==> src/rtl/dds_sequencer.sv <==
// Sequencer stepping a shared instruction address with per-instruction dwell, optional start delay,
// looping and MEM_LAT-aligned per-channel valid pulses. Define DDS_SEQ_PAUSE_EN to enable pause.
module dds_sequencer #(
    parameter int ADDR_W    = 17,
    parameter int NUM_CH    = 2,
    parameter int NUM_INSTR = 66583,
    parameter int DWELL_W   = 16,
    parameter int DELAY_W   = 32,
    parameter int MEM_LAT   = 1
) (
    input  logic               clk,
    input  logic               reset,
    input  logic               start,
    input  logic               stop,
    input  logic               loop_en,
    input  logic               pause,
    input  logic [DWELL_W-1:0] dwell,
    input  logic [DELAY_W-1:0] start_delay,
    input  logic [NUM_CH-1:0]  ch_en,
    output logic [ADDR_W-1:0]  addr,
    output logic [NUM_CH-1:0]  ch_valid,
    output logic               busy,
    output logic               done,
    output logic [15:0]        pass_cnt
);

    typedef enum logic [1:0] {S_IDLE, S_DELAY, S_RUN, S_DONE} state_t;

    localparam logic [ADDR_W-1:0] LAST = ADDR_W'(NUM_INSTR - 1);

    state_t              state_q;
    logic [ADDR_W-1:0]   addr_q;
    logic [DWELL_W-1:0]  dwell_cnt_q;
    logic [DELAY_W-1:0]  dly_cnt_q;
    logic [15:0]         pass_q;
    logic [NUM_CH-1:0]   ch_en_q;
    logic [MEM_LAT:0]    vld_pipe_q;
    logic                busy_q, done_q;

    logic frz;
`ifdef DDS_SEQ_PAUSE_EN
    assign frz = pause;
`else
    logic unused_pause;
    assign frz          = 1'b0;
    assign unused_pause = pause;
`endif

    logic start_ok, dly_end, dwell_end, last, stb_d;
    assign start_ok  = start && !stop && (state_q == S_IDLE || state_q == S_DONE);
    assign dly_end   = (state_q == S_DELAY) && !frz && (dly_cnt_q == '0);
    assign dwell_end = (state_q == S_RUN) && !frz && (dwell_cnt_q == '0);
    assign last      = (addr_q == LAST);
    // One strobe per newly presented address: RUN entry, increment or wrap.
    assign stb_d     = !stop && ((start_ok && start_delay == '0) || dly_end ||
                                 (dwell_end && (!last || loop_en)));

    always_ff @(posedge clk or posedge reset) begin
        if (reset) begin
            state_q     <= S_IDLE;
            addr_q      <= '0;
            dwell_cnt_q <= '0;
            dly_cnt_q   <= '0;
            pass_q      <= '0;
            ch_en_q     <= '0;
            vld_pipe_q  <= '0;
            busy_q      <= 1'b0;
            done_q      <= 1'b0;
        end else begin
            vld_pipe_q <= stop ? '0 : (MEM_LAT+1)'({vld_pipe_q, stb_d});
            if (stop) begin
                state_q <= S_IDLE;
                addr_q  <= '0;
                busy_q  <= 1'b0;
                done_q  <= 1'b0;
            end else begin
                case (state_q)
                    S_IDLE, S_DONE: begin
                        if (start_ok) begin
                            pass_q  <= '0;
                            ch_en_q <= ch_en;
                            addr_q  <= '0;
                            busy_q  <= 1'b1;
                            done_q  <= 1'b0;
                            if (start_delay != '0) begin
                                state_q   <= S_DELAY;
                                dly_cnt_q <= start_delay - DELAY_W'(1);
                            end else begin
                                state_q     <= S_RUN;
                                dwell_cnt_q <= dwell;
                            end
                        end
                    end
                    S_DELAY: begin
                        if (!frz) begin
                            if (dly_end) begin
                                state_q     <= S_RUN;
                                dwell_cnt_q <= dwell;
                            end else begin
                                dly_cnt_q <= dly_cnt_q - DELAY_W'(1);
                            end
                        end
                    end
                    S_RUN: begin
                        if (!frz) begin
                            if (dwell_end) begin
                                if (!last) begin
                                    addr_q      <= addr_q + ADDR_W'(1);
                                    dwell_cnt_q <= dwell;
                                end else begin
                                    if (pass_q != 16'hFFFF) pass_q <= pass_q + 16'd1;
                                    if (loop_en) begin
                                        addr_q      <= '0;
                                        dwell_cnt_q <= dwell;
                                    end else begin
                                        state_q <= S_DONE;
                                        busy_q  <= 1'b0;
                                        done_q  <= 1'b1;
                                    end
                                end
                            end else begin
                                dwell_cnt_q <= dwell_cnt_q - DWELL_W'(1);
                            end
                        end
                    end
                    default: state_q <= S_IDLE;
                endcase
            end
        end
    end

    assign addr     = addr_q;
    assign ch_valid = vld_pipe_q[MEM_LAT] ? ch_en_q : '0;
    assign busy     = busy_q;
    assign done     = done_q;
    assign pass_cnt = pass_q;

endmodule

==> config.mk <==
export PLATFORM = sky130hd
export DESIGN_NAME = dds_sequencer
export DESIGN_NICKNAME = d
export VERILOG_FILES = /design/src/rtl/dds_sequencer.sv
export SDC_FILE = /design/constraint.sdc
export NUM_CORES = 1
export LEC_CHECK = 0
export CAP_MARGIN = 20
export CELL_PAD_IN_SITES_DETAIL_PLACEMENT = 0
export CELL_PAD_IN_SITES_GLOBAL_PLACEMENT = 1
export CORE_MARGIN = 1.5
export CORE_UTILIZATION = 43
export CTS_BUF_LIST = sky130_fd_sc_hd__clkbuf_8
export DETAILED_ROUTE_END_ITERATION = 10
export HOLD_SLACK_MARGIN = 0.03
export PLACE_DENSITY = 0.88
export SETUP_SLACK_MARGIN = 0.2
export SLEW_MARGIN = 20
export SYNTH_ARGS = -nofsm -noshare
export SYNTH_HDL_FRONTEND = slang
export SYNTH_SLANG_ARGS = --single-unit
==> constraint.sdc <==
create_clock -name clk -period 6.2 [get_ports clk]
set_clock_uncertainty 0.2 [all_clocks]
set_input_delay 1.24 -clock clk [delete_from_list [all_inputs] [get_ports clk]]
set_output_delay 1.24 -clock clk [all_outputs]
set_load 0.03 [all_outputs]
-- Yosys cells after proc, flatten, opt, wreduce, memory -nomap -nowiden
Index checks and enable logic that the tools add are counted.
- logic and storage cells: 108
- bits of input ports: 56
- output and inout port bits: 37
- register bits after elaboration: 89
- add/sub/neg operators: 5
- mux-type cells: 44
- bitwise logic cells: 1
- equality and inequality tests: 20
- reductions and logical operators: 29
- operator list (kind ; count):
    16-bit 2-to-1 mux ; 10
    32-bit 2-to-1 mux ; 3
    17-bit 2-to-1 mux ; 5
    32-bit zero test ; 2
    32-bit case mux with 2 select lines ; 1
    32-bit by 1-bit subtractor with 32-bit output, second input constant ; 2
    16-bit case mux with 3 select lines ; 1
    17-bit case mux with 2 select lines ; 1
    16-bit case mux with 2 select lines ; 1
    32-bit nonzero test ; 1
    5-bit AND reduction ; 4
    2-bit 2-to-1 mux ; 9
    17-bit by 1-bit adder with 17-bit output, second input constant ; 1
    17-bit equality test, second input constant ; 1
    16-bit by 1-bit adder with 16-bit output, second input constant ; 1
    16-bit zero test ; 1
    16-bit inequality test, second input constant ; 1
    16-bit by 1-bit subtractor with 16-bit output, second input constant ; 1
    3-bit inequality test, second input constant ; 5
    2-bit inequality test, second input constant ; 7
    1-bit 2-to-1 mux ; 10
    4-bit inequality test, second input constant ; 2
    1-bit logical AND ; 7
    2-bit case mux with 3 select lines ; 1
    other kinds (14) ; 21

-- Longest topological paths before layout
Gate-level depths: netlist (run 1).
- word-level depth: 8
- gate-level depth with buffers: 16
- mapped depth without buffers: 10

-- Least setup slack after synthesis (run 1)
Ideal clock, no wire load.
- path type: reg-to-reg
- start: register state_q[1]
- end: register dly_cnt_q[16]
- setup time: 79 ps
- data arrival time: 4116 ps
- clock period less this slack: 4395 ps
- stages on the path, launching flop included: 17
- slack: 1805 ps
- data required time: 5921 ps
- buffers on the path: 6
- cell sequence: dfrtp_1 > inv_1 > ha_1 > buf_2 > buf_2 > buf_1 > buf_2 > clkbuf_1 > mux2i_1 > ha_1 > clkbuf_1 > nor4bb_1 > a2bb2oi_1 > nand3_2 > or4_1 > a21oi_1 > a2bb2oi_1
- word-level cells in the longest chain between the ends: 5
- elaborated cells between the ends (all ways): 13
- those cells by class: 5 x eq/ne; 1 x mux; 7 x reduce/logical
- ends and longest elaborated chain (item ; line ; RTL):
    start: declaration ; 31 ; state_t state_q;
    start signal: assignment ; 60 ; state_q <= S_IDLE;
    start signal: assignment ; 72 ; state_q <= S_IDLE;
    start signal: assignment ; 86 ; state_q <= S_DELAY;
    2-bit equality test / 2-bit zero test (equally long branches) ; 50, 77 ;
    1-bit logical OR ; 50 ; assign start_ok = start && !stop && (state_q == S_IDLE || state_q == S_DONE);
    1-bit logical AND ; 50 ;
    2-bit inequality test (no source line) ; - ;
    5-bit AND reduction (no source line) ; - ;
    end signal: assignment ; 87 ; dly_cnt_q <= start_delay - DELAY_W'(1);
    end signal: assignment ; 100 ; dly_cnt_q <= dly_cnt_q - DELAY_W'(1);
    end: declaration ; 34 ; logic [DELAY_W-1:0] dly_cnt_q;
Parallel ways exist; a longest one is shown, timed or not.
A chain may end at the register's enable or synchronous reset.

-- Worst setup path after layout (run 1)
- start: input port start_delay[10]
- end: register dwell_cnt_q[6]
- word-level cells in the longest chain between the ends: 3
- ends and longest elaborated chain (item ; line ; RTL):
    start: declaration ; 18 ; input logic [DELAY_W-1:0] start_delay,
    32-bit nonzero test ; 85 ; if (start_delay != '0) begin
    2-bit inequality test (no source line) ; - ;
    5-bit AND reduction (no source line) ; - ;
    end signal: assignment ; 90 ; dwell_cnt_q <= dwell;
    end signal: assignment ; 98 ; dwell_cnt_q <= dwell;
    end signal: assignment ; 109 ; dwell_cnt_q <= dwell;
    end: declaration ; 33 ; logic [DWELL_W-1:0] dwell_cnt_q;
Every way passes these cells.

==> results of run 1 <==
through the flow:
stage | power (mW) | instances | hold slack (ps) | instance area (um2)
2_1_floorplan | 1.67 | 768 | 239 | 6480
3_3_place_gp | 1.90 | 1013 | 264 | 7510
3_5_place_dp | 1.95 | 1013 | 278 | 7510
4_1_cts | 2.35 | 1029 | 290 | 7690
5_1_grt | 2.52 | 1029 | 307 | 7690
6_report | 2.36 | 1029 | 286 | 7690
final timing paths:
| check | end | cells past startpoint |
|---|---|---|
| worst max-delay path | dwell_cnt_q[6] | 7 |
| worst min-delay path | vld_pipe_q[1] | 1 |
| worst max register to register | dly_cnt_q[24] | 9 |
| worst min register to register | vld_pipe_q[1] | 1 |
| max in group asynchronous | dly_cnt_q[4] | 3 |
| min in group asynchronous | dwell_cnt_q[11] | 2 |
flip-flops by register name (all words and copies together) (netlist names):
signal       count
busy             1
dwell_cnt_q     16
vld_pipe_q       2
ch_en_q          2
dly_cnt_q       32
done             1
pass_cnt        16
state_q          2
addr            17
cell families (layout without fill, tap and decap cells):
logic type,after synthesis,in the layout
AO/OA/AOI/OAI,198,198
XOR/XNOR,32,32
adder cells (fa/ha/maj),8,8
buffers and inverters,58,135
flip-flops,89,89
multiplexers,21,21
AND/OR/NAND/NOR,362,362
worst register-to-register path, delay by kind of cell (launching register included):
family | cells | cell delay, ps
mux | 1 | 160
simple gates | 3 | 1030
flops | 1 | 390
compound gates | 2 | 960
buf+inv | 2 | 720
fa+ha+maj | 1 | 670
synth_stat cells (all sizes together), types with 17 or more instances:
cell type	number	area, um2
inv	18	67.6
a21oi	39	199
o21ai	42	210
xor2	23	201
dfrtp	89	2230
nor2	70	263
nand3	29	150
clkbuf	23	86.3
nor4	20	125
nand2	71	267
nor3	40	226
buf	17	98.8
layout make-up:
class | instances | share of cell area [%]
multi-input cells | 621 | 52.0
flip-flops and latches | 89 | 28.9
repair buffers | 101 | 12.8
well taps | 184 | 2.99
clock buffers | 10 | 1.79
inverters | 18 | 0.894
clock inverters | 6 | 0.553
power groups by stage:
stage | sequential (mW) | clock [mW] | combinational, mW
4_1_cts | 0.962 | 0.400 | 0.985
5_1_grt | 0.998 | 0.427 | 1.10
6_report | 0.970 | 0.394 | 0.992
3_5_place_dp | 0.973 | 0 | 0.981
2_1_floorplan | 0.906 | 0 | 0.765
3_3_place_gp | 0.958 | 0 | 0.944
layer usage:
metal / wire length, um / vias up / track usage, % / share of wire, %
met3: 1100 / 25 / 4.29 / 5.7
li1: - / 3063 / - / -
met2: 8980 / 231 / 38.4 / 47
met4: 322 / 0 / 8.86 / 1.7
met1: 8890 / 3225 / 33.5 / 46
met5: 0 / - / 0 / 0
==> impl_metrics.yaml, run 1 <==
worst_hold_path:
  worstHoldStart: "vld_pipe_q[0]"
  min_path_type: "reg2reg"
clock_network:
  ctsRootBufferMaster: "clkbuf_8"
  clkLatencyLatePin_ps: 390
  clock_sinks: 89
  cts_tree: "done"
  hold_buffers: 0
  post-cts-setup-buffer-count: 0
  cts_buffers: 9
  cts_buffer_depth: 2
  clk_pin_slew_ps: 100
  htree_levels: 3
  cts_resized: 0
floorplan:
  ios: 93
  die-area_mm2: 0.0158
  rows: 44
  fp.coreArea_mm2: 0.0146
  die_h_um: 126
  initial_core_util_pct: 44.2
  dieWidth_um: 126
worst_setup_path:
  reg2reg_from: "state_q[1]"
  max_stage_delay_ps: 850
  cp.required_ps: 6280
  end_kind: "flop"
  critPathSlowestCell: "and3b_1"
  startpoint_type: "input pin"
  path_buf_inv: 1
  crit_start: "start_delay[10]"
  cp_max_fo: 28
  path_delay_family: "simple AND/OR/NAND/NOR gates"
  path_cells: "clkdlybuf4s50_1, or4_1, or3_4, o41ai_1, and3b_1, o21ai_1, a22o_1"
  cp_data_arrival_time_ps: 4400
  critPathKind: "in2reg"
  rrSetupSlack_ps: 1940
grt:
  grt_max_degree: 61
  overflow: 0
  grt_pass1_wl_um: 31300
  grt_use_total_pct: 24.3
  grt_pass1_vias: 6209
  antenna_found_initial: 0
power_and_ir_drop:
  power.share.sequential_pct: 41.2
  p_int_mw: 1.32
  comb_power_share_pct: 42.1
  sw_frac_of_total_pct: 44.2
  vdd_drop_max_mv: 0.181
  p_switching_mw: 1.04
  power_per_cell_area_mw_per_mm2: 306
  leakage_nw: 2.86
  p_clk_share_pct: 16.7
yosys:
  ys.warnings.count: 0
  ys_async_sr_fraction_pct: 100
  avgSynthCellArea_um2: 8.44
  yosys-mux-area-fraction_pct: 3.34
  netlist_area_mm2: 0.00648
  synth_ff_type: "dfrtp_1"
  synth_cell_types: 86
  synthSimpleGateAreaFrac_pct: 30.6
  syn-num-nets: 832
  synthAdderAreaFrac_pct: 1.54
  synth_compound_area_share_pct: 21.9
  synth_seq_cells: 89
  ys_seq_area_share_pct: 34.4
  synth_top_family_by_area: "simple AND/OR/NAND/NOR gates"
  synth_edf_count: 0
  syn_inst: 768
  synth_xor_xnor_area_share_pct: 4.33
drt:
  vias: 6544
  via_per_inst: 6.36
  postRouteAntennaNets: 0
  drt_iter0_drc: 674
  wl_um: 19300
  drt_first_pass_iters: 8
  wl_per_cell_um: 18.7
  drc: 2
layout:
  fin_util_pct: 52.5
  multi_input_area_mm2: 0.00400
  final_common_cell: "clkdlybuf4s50_1"
  layout_common_cells: "clkdlybuf4s50_1 (91), dfrtp_1 (89), nand2_1 (71)"
  antenna_cells: 0
  drive_gt1_share_pct: 6.39
  synthToLayoutAreaGrowth_pct: 18.7
  seq_area_mm2: 0.00223
  final_nets: 904
  fill_cells: 1372
sta:
  slew_viol_final: 0
  fin_setup_tns_ps: 0
  period_share_pct: 69.6
  max_freq_mhz: 232
  timing.final.ws_setup_ps: 1880
  max-slew-margin-rel_pct: 28.3
  tightest_slew_ps: 1080
  hold_viol_final: 0
  grt_setup_unrepaired: "false"
  finalSetupViolCount: 0
  min_period_ps: 4320
status:
  status: "finished, violations left"
  violations: "design-rule violations"
placement:
  dpl.hpwl_um: 13500
  globalplace.congestion: 0.916
  port_buffers: 91
  place_ws_ps: 1480
run:
  cap_violations: 0
No activity file was read; power rests on OpenSTA's default activity.
==> run 2, diff against run 1 <==
--- a/config.mk
+++ b/config.mk
@@ -9,11 +9,11 @@
 export CELL_PAD_IN_SITES_DETAIL_PLACEMENT = 0
 export CELL_PAD_IN_SITES_GLOBAL_PLACEMENT = 1
 export CORE_MARGIN = 1.5
-export CORE_UTILIZATION = 43
+export CORE_UTILIZATION = 39
 export CTS_BUF_LIST = sky130_fd_sc_hd__clkbuf_8
 export DETAILED_ROUTE_END_ITERATION = 10
 export HOLD_SLACK_MARGIN = 0.03
-export PLACE_DENSITY = 0.88
+export PLACE_DENSITY = 0.85
 export SETUP_SLACK_MARGIN = 0.2
 export SLEW_MARGIN = 20
 export SYNTH_ARGS = -nofsm -noshare
==> constraint.sdc (replaced) <==
create_clock -name clk -period 3.55 [get_ports clk]
set_clock_uncertainty 0.2 [all_clocks]
set_input_delay 0.71 -clock clk [delete_from_list [all_inputs] [get_ports clk]]
set_output_delay 0.71 -clock clk [all_outputs]
set_load 0.03 [all_outputs]
==> impl_metrics.yaml, run 2 (synthesis results as in run 1) <==
status:
  status: "complete, no violations"
clock_network:
  htree_levels: 3
  cts_buffer_depth: 2
  cts_tree: "done"
  hold_buffers: 0
  clock_sinks: 89
  clkLatencyLatePin_ps: 390
  ctsRootBufferMaster: "clkbuf_8"
  clk_pin_slew_ps: 100
  cts_buffers: 9
grt:
  antenna_found_initial: 0
  grt_max_degree: 41
  grt_pass1_wl_um: 32500
  grt_use_total_pct: 22.8
  overflow: 0
  grt_pass1_vias: 6144
drt:
  drc: 0
  wl_per_cell_um: 17.8
  postRouteAntennaNets: 0
  drt_iter0_drc: 530
  via_per_inst: 5.88
  drt_first_pass_iters: 5
  wl_um: 20000
  vias: 6597
worst_setup_path:
  critPathSlowestCell: "or4_1"
  reg2reg_to: "dly_cnt_q[30]"
  end_kind: "flop"
  reg2reg_from: "state_q[1]"
  reg2reg_depth: 11
  path_cells: "clkdlybuf4s50_1, or4_1, or3_4, o41ai_4, buf_4, buf_4, nand2b_1, o311ai_0, a21oi_1"
  rrSetupSlack_ps: 400
  cp_max_fo: 8
  critPathKind: "in2reg"
  startpoint_type: "input pin"
  cp.required_ps: 3570
  cp_data_arrival_time_ps: 3190
  max_stage_delay_ps: 600
  crit_top_cell: "buf_4"
sta:
  grt_setup_unrepaired: "false"
  max-slew-margin-rel_pct: 26.8
  max_freq_mhz: 316
  finalSetupViolCount: 0
  slew_viol_final: 0
  hold_viol_final: 0
  min_period_ps: 3170
  period_share_pct: 89.2
  tightest_slew_ps: 1100
worst_hold_path:
  min_path_type: "reg2reg"
  holdPathStages: 1
  min_to: "vld_pipe_q[1]"
  worstHoldStart: "vld_pipe_q[0]"
layout:
  fill_cells: 1471
  top_register: "dly_cnt_q"
  synthToLayoutAreaGrowth_pct: 29.2
  multi_input_area_mm2: 0.00411
  finalNonFillerCells: 1122
  largest_register_ffs: 32
  antenna_cells: 0
  final_common_cell: "clkdlybuf4s50_1"
  seq_area_mm2: 0.00223
  layout_common_cells: "clkdlybuf4s50_1 (91), dfrtp_1 (89), nand2_1 (71)"
  final_nets: 965
  drive_gt1_share_pct: 13.7
  design_area_mm2: 0.00837
placement:
  globalplace.congestion: 0.866
  dpl.hpwl_um: 14500
  place_area_mm2: 0.00814
  port_buffers: 91
  placed_cells: 1103
floorplan:
  ios: 93
  die-area_mm2: 0.0174
  dieWidth_um: 132
  die_h_um: 132
  initial_core_util_pct: 40.4
  rows: 46
  fp.coreArea_mm2: 0.0161
power_and_ir_drop:
  power_per_cell_area_mw_per_mm2: 527
  power_mw: 4.41
  vdd_drop_max_mv: 0.248
  leakage_nw: 3.22
run:
  cap_violations: 0
run 2: changes by cell type in the layout (fill, tap and decap cells not counted), moves of 2 or more:
| cell | change |
|---|---|
| nor4_1 | -2 |
| buf_4 | +56 |
| nor3_1 | -2 |
| nor4_4 | +2 |
| buf_12 | +4 |
| clkinvlp_4 | +2 |
| nor3_2 | +2 |
| clkinv_2 | -3 |
run 2: per-layer routing:
layer | vias up | global-route usage, % | share of wire [%]
li1 | 3192 | - | -
met1 | 3196 | 33.3 | 49
met2 | 191 | 35.0 | 45
met3 | 18 | 3.19 | 5.1
met4 | 0 | 6.42 | 1.4
met5 | - | 0 | 0
run 2: worst max-delay path by stage:
| stage | to | slack [ps] | from | depth (start not counted) |
|---|---|---|---|---|
| 3_5_place_dp | dly_cnt_q[27] | -140 | start_delay[4] | 9 |
| 6_report | dly_cnt_q[18] | 380 | start_delay[10] | 9 |
| 3_3_place_gp | dly_cnt_q[27] | -100 | start_delay[4] | 9 |
| 5_1_grt | addr[4] | 210 | dwell_cnt_q[9] | 6 |
| 2_1_floorplan | dly_cnt_q[16] | 120 | state_q[1] | 16 |
| 4_1_cts | dly_cnt_q[27] | 230 | start_delay[4] | 9 |
run 2: what timing repair did:
item / in CTS / in global routing
gates resized for setup: 0 / 2
setup endpoints to repair: 0 / 13
setup buffers: 0 / 3
run 2: cell type report:
class	instances	share of cell area (%)
clock inverters	7	0.927
clock buffers	9	1.48
multi-input cells	621	49.0
flip-flops and latches	89	26.6
inverters	18	0.837
repair buffers	162	17.9
well taps	216	3.23
run 2: power breakdown:
part | internal (mW) | switching [mW]
combinational | 0.866 | 1.07
clock | 0.333 | 0.439
sequential | 1.31 | 0.398
total | 2.51 | 1.91
run 2: critical path: cells and delay by family:
kind	cells	cell delay, ps
AO/OA/AOI/OAI	3	550
AND/OR/NAND/NOR	3	1100
buffers and inverters	3	830
run 2: per-stage QoR:
step	setup TNS (ps)	util [%]	worst slack, ps	hold slack (ps)
finish	0	52.1	383	308
global route	0	52.1	211	317
CTS	0	51.9	232	312
detailed placement	-535	50.7	-140	292
global placement	-354	50.7	-100	254
floorplan	0	-	121	239
==> run 3, diff against run 2 <==
--- a/config.mk
+++ b/config.mk
@@ -6,14 +6,12 @@
 export NUM_CORES = 1
 export LEC_CHECK = 0
 export CAP_MARGIN = 20
-export CELL_PAD_IN_SITES_DETAIL_PLACEMENT = 0
-export CELL_PAD_IN_SITES_GLOBAL_PLACEMENT = 1
 export CORE_MARGIN = 1.5
-export CORE_UTILIZATION = 39
+export CORE_UTILIZATION = 50
 export CTS_BUF_LIST = sky130_fd_sc_hd__clkbuf_8
 export DETAILED_ROUTE_END_ITERATION = 10
 export HOLD_SLACK_MARGIN = 0.03
-export PLACE_DENSITY = 0.85
+export PLACE_DENSITY = 0.78
 export SETUP_SLACK_MARGIN = 0.2
 export SLEW_MARGIN = 20
 export SYNTH_ARGS = -nofsm -noshare
==> impl_metrics.yaml, run 3 (synthesis results as in run 1) <==
floorplan:
  initial_core_util_pct: 51.3
  dieWidth_um: 117
  rows: 41
  fp.coreArea_mm2: 0.0126
  die_h_um: 117
  die-area_mm2: 0.0137
  ios: 93
sta:
  max_freq_mhz: 307
  finalSetupViolCount: 0
  hold_viol_final: 0
  slew_viol_final: 0
  period_share_pct: 91.7
  timing.final.ws_setup_ps: 294
  fin_hold_ws_ps: 306
  min_period_ps: 3260
  fin_setup_tns_ps: 0
  max-slew-margin-rel_pct: 31.6
  grt_setup_unrepaired: "true"
  tightest_slew_ps: 1020
worst_setup_path:
  cp_data_arrival_time_ps: 3310
  end_kind: "flop"
  critPathKind: "reg2reg"
  cp_max_fo: 11
  crit_start: "state_q[0]"
  startpoint_type: "flop"
  reg2reg_from: "state_q[0]"
  cp.required_ps: 3610
status:
  status: "complete, no violations"
worst_hold_path:
  min_path_type: "reg2reg"
  worstHoldStart: "ch_en_q[0]"
drt:
  wl_um: 20200
  postRouteAntennaNets: 0
  via_per_inst: 6.33
  drc: 0
  wl_per_cell_um: 18.7
  vias: 6836
  drt_iter0_drc: 555
  drt_first_pass_iters: 5
clock_network:
  htree_levels: 3
  cts_buffers: 9
  clk_pin_slew_ps: 110
  ctsRootBufferMaster: "clkbuf_8"
  hold_buffers: 0
  clock_sinks: 89
  cts_buffer_depth: 2
  clkLatencyLatePin_ps: 390
  cts_tree: "done"
grt:
  grt_pass1_vias: 6536
  grt_use_total_pct: 30.0
  overflow: 0
  antenna_found_initial: 0
  grt_max_degree: 37
  grt_pass1_wl_um: 32300
layout:
  design_area_mm2: 0.00833
  layout_common_cells: "clkdlybuf4s50_1 (91), dfrtp_1 (89), nand2_1 (71)"
  top_register: "dly_cnt_q"
  final_common_cell: "clkdlybuf4s50_1"
  antenna_cells: 0
  drive_gt1_share_pct: 14.3
  seq_area_mm2: 0.00223
  final_nets: 967
  fill_cells: 1096
  largest_register_ffs: 32
  multi_input_area_mm2: 0.00411
  synthToLayoutAreaGrowth_pct: 28.6
power_and_ir_drop:
  leakage_nw: 3.23
  power_mw: 4.44
  power_per_cell_area_mw_per_mm2: 533
  vdd_drop_max_mv: 0.274
placement:
  port_buffers: 91
  place_area_mm2: 0.00809
  place_ws_ps: -50.8
  globalplace.congestion: 0.930
  dpl.hpwl_um: 14800
run:
  cap_violations: 0
==> run 3: changes by cell type in the layout (fill, tap and decap cells not counted), sizes merged <==
cell	delta
buf	+2
clkbuf	+1
clkinv	+2
clkinvlp	-1
inv	-2
==> run 3: path summary, 6_finish.rpt <==
| kind | end | slack [ps] | cells past startpoint |
|---|---|---|---|
| min | ch_en_q[0] | 310 | 1 |
| max reg2reg | dly_cnt_q[29] | 290 | 10 |
| max | dly_cnt_q[29] | 290 | 10 |
| min in group asynchronous | dwell_cnt_q[6] | 540 | 2 |
| min reg2reg | ch_en_q[0] | 310 | 1 |
| max in group asynchronous | addr[2] | 1870 | 3 |
==> run 3: per-layer routing <==
metal / track usage, % / wire length [um] / up-vias
met1: 40.2 / 8780 / 3310
met3: 4.22 / 1400 / 39
met2: 50.2 / 9680 / 290
met5: 0 / 0 / -
li1: - / - / 3197
met4: 9.88 / 369 / 0
==> run 3: what timing repair did <==
action / CTS / global route
setup endpoints to repair: 0 / 7
gates resized for setup: 0 / 4
setup buffers: 0 / 1
==> run 3: layout make-up <==
class                      instances  area share (%)
timing repair buffer             164            18.0
clock inverter                     6           0.886
tap                              172            2.58
sequential                        89            26.7
multi-input combinational        621            49.3
clock buffer                      10            1.65
inverter                          18           0.826
==> run 3: worst max-delay path: stages (launching register included) <==
cell and delay (ps):
dfrtp_1 430, ha_4 230, buf_4 200, or4_4 580, a222oi_1 400, buf_4 210, buf_6 150, and3_4 200
and4_1 230, mux2i_1 200, o21ai_1 70
==> run 3: stage by stage <==
step / util, % / std cells
2_1_floorplan: - / 768
3_3_place_gp: 64.1 / 1063
3_5_place_dp: 64.1 / 1063
4_1_cts: 65.8 / 1079
5_1_grt: 66.0 / 1080
6_report: 66.0 / 1080
==> run 3: power breakdown <==
group | internal, mW | leakage [nW] | switching [mW]
combinational | 0.861 | 2.00 | 1.09
clock | 0.356 | 0.107 | 0.421
sequential | 1.31 | 1.12 | 0.406
total | 2.52 | 3.23 | 1.91
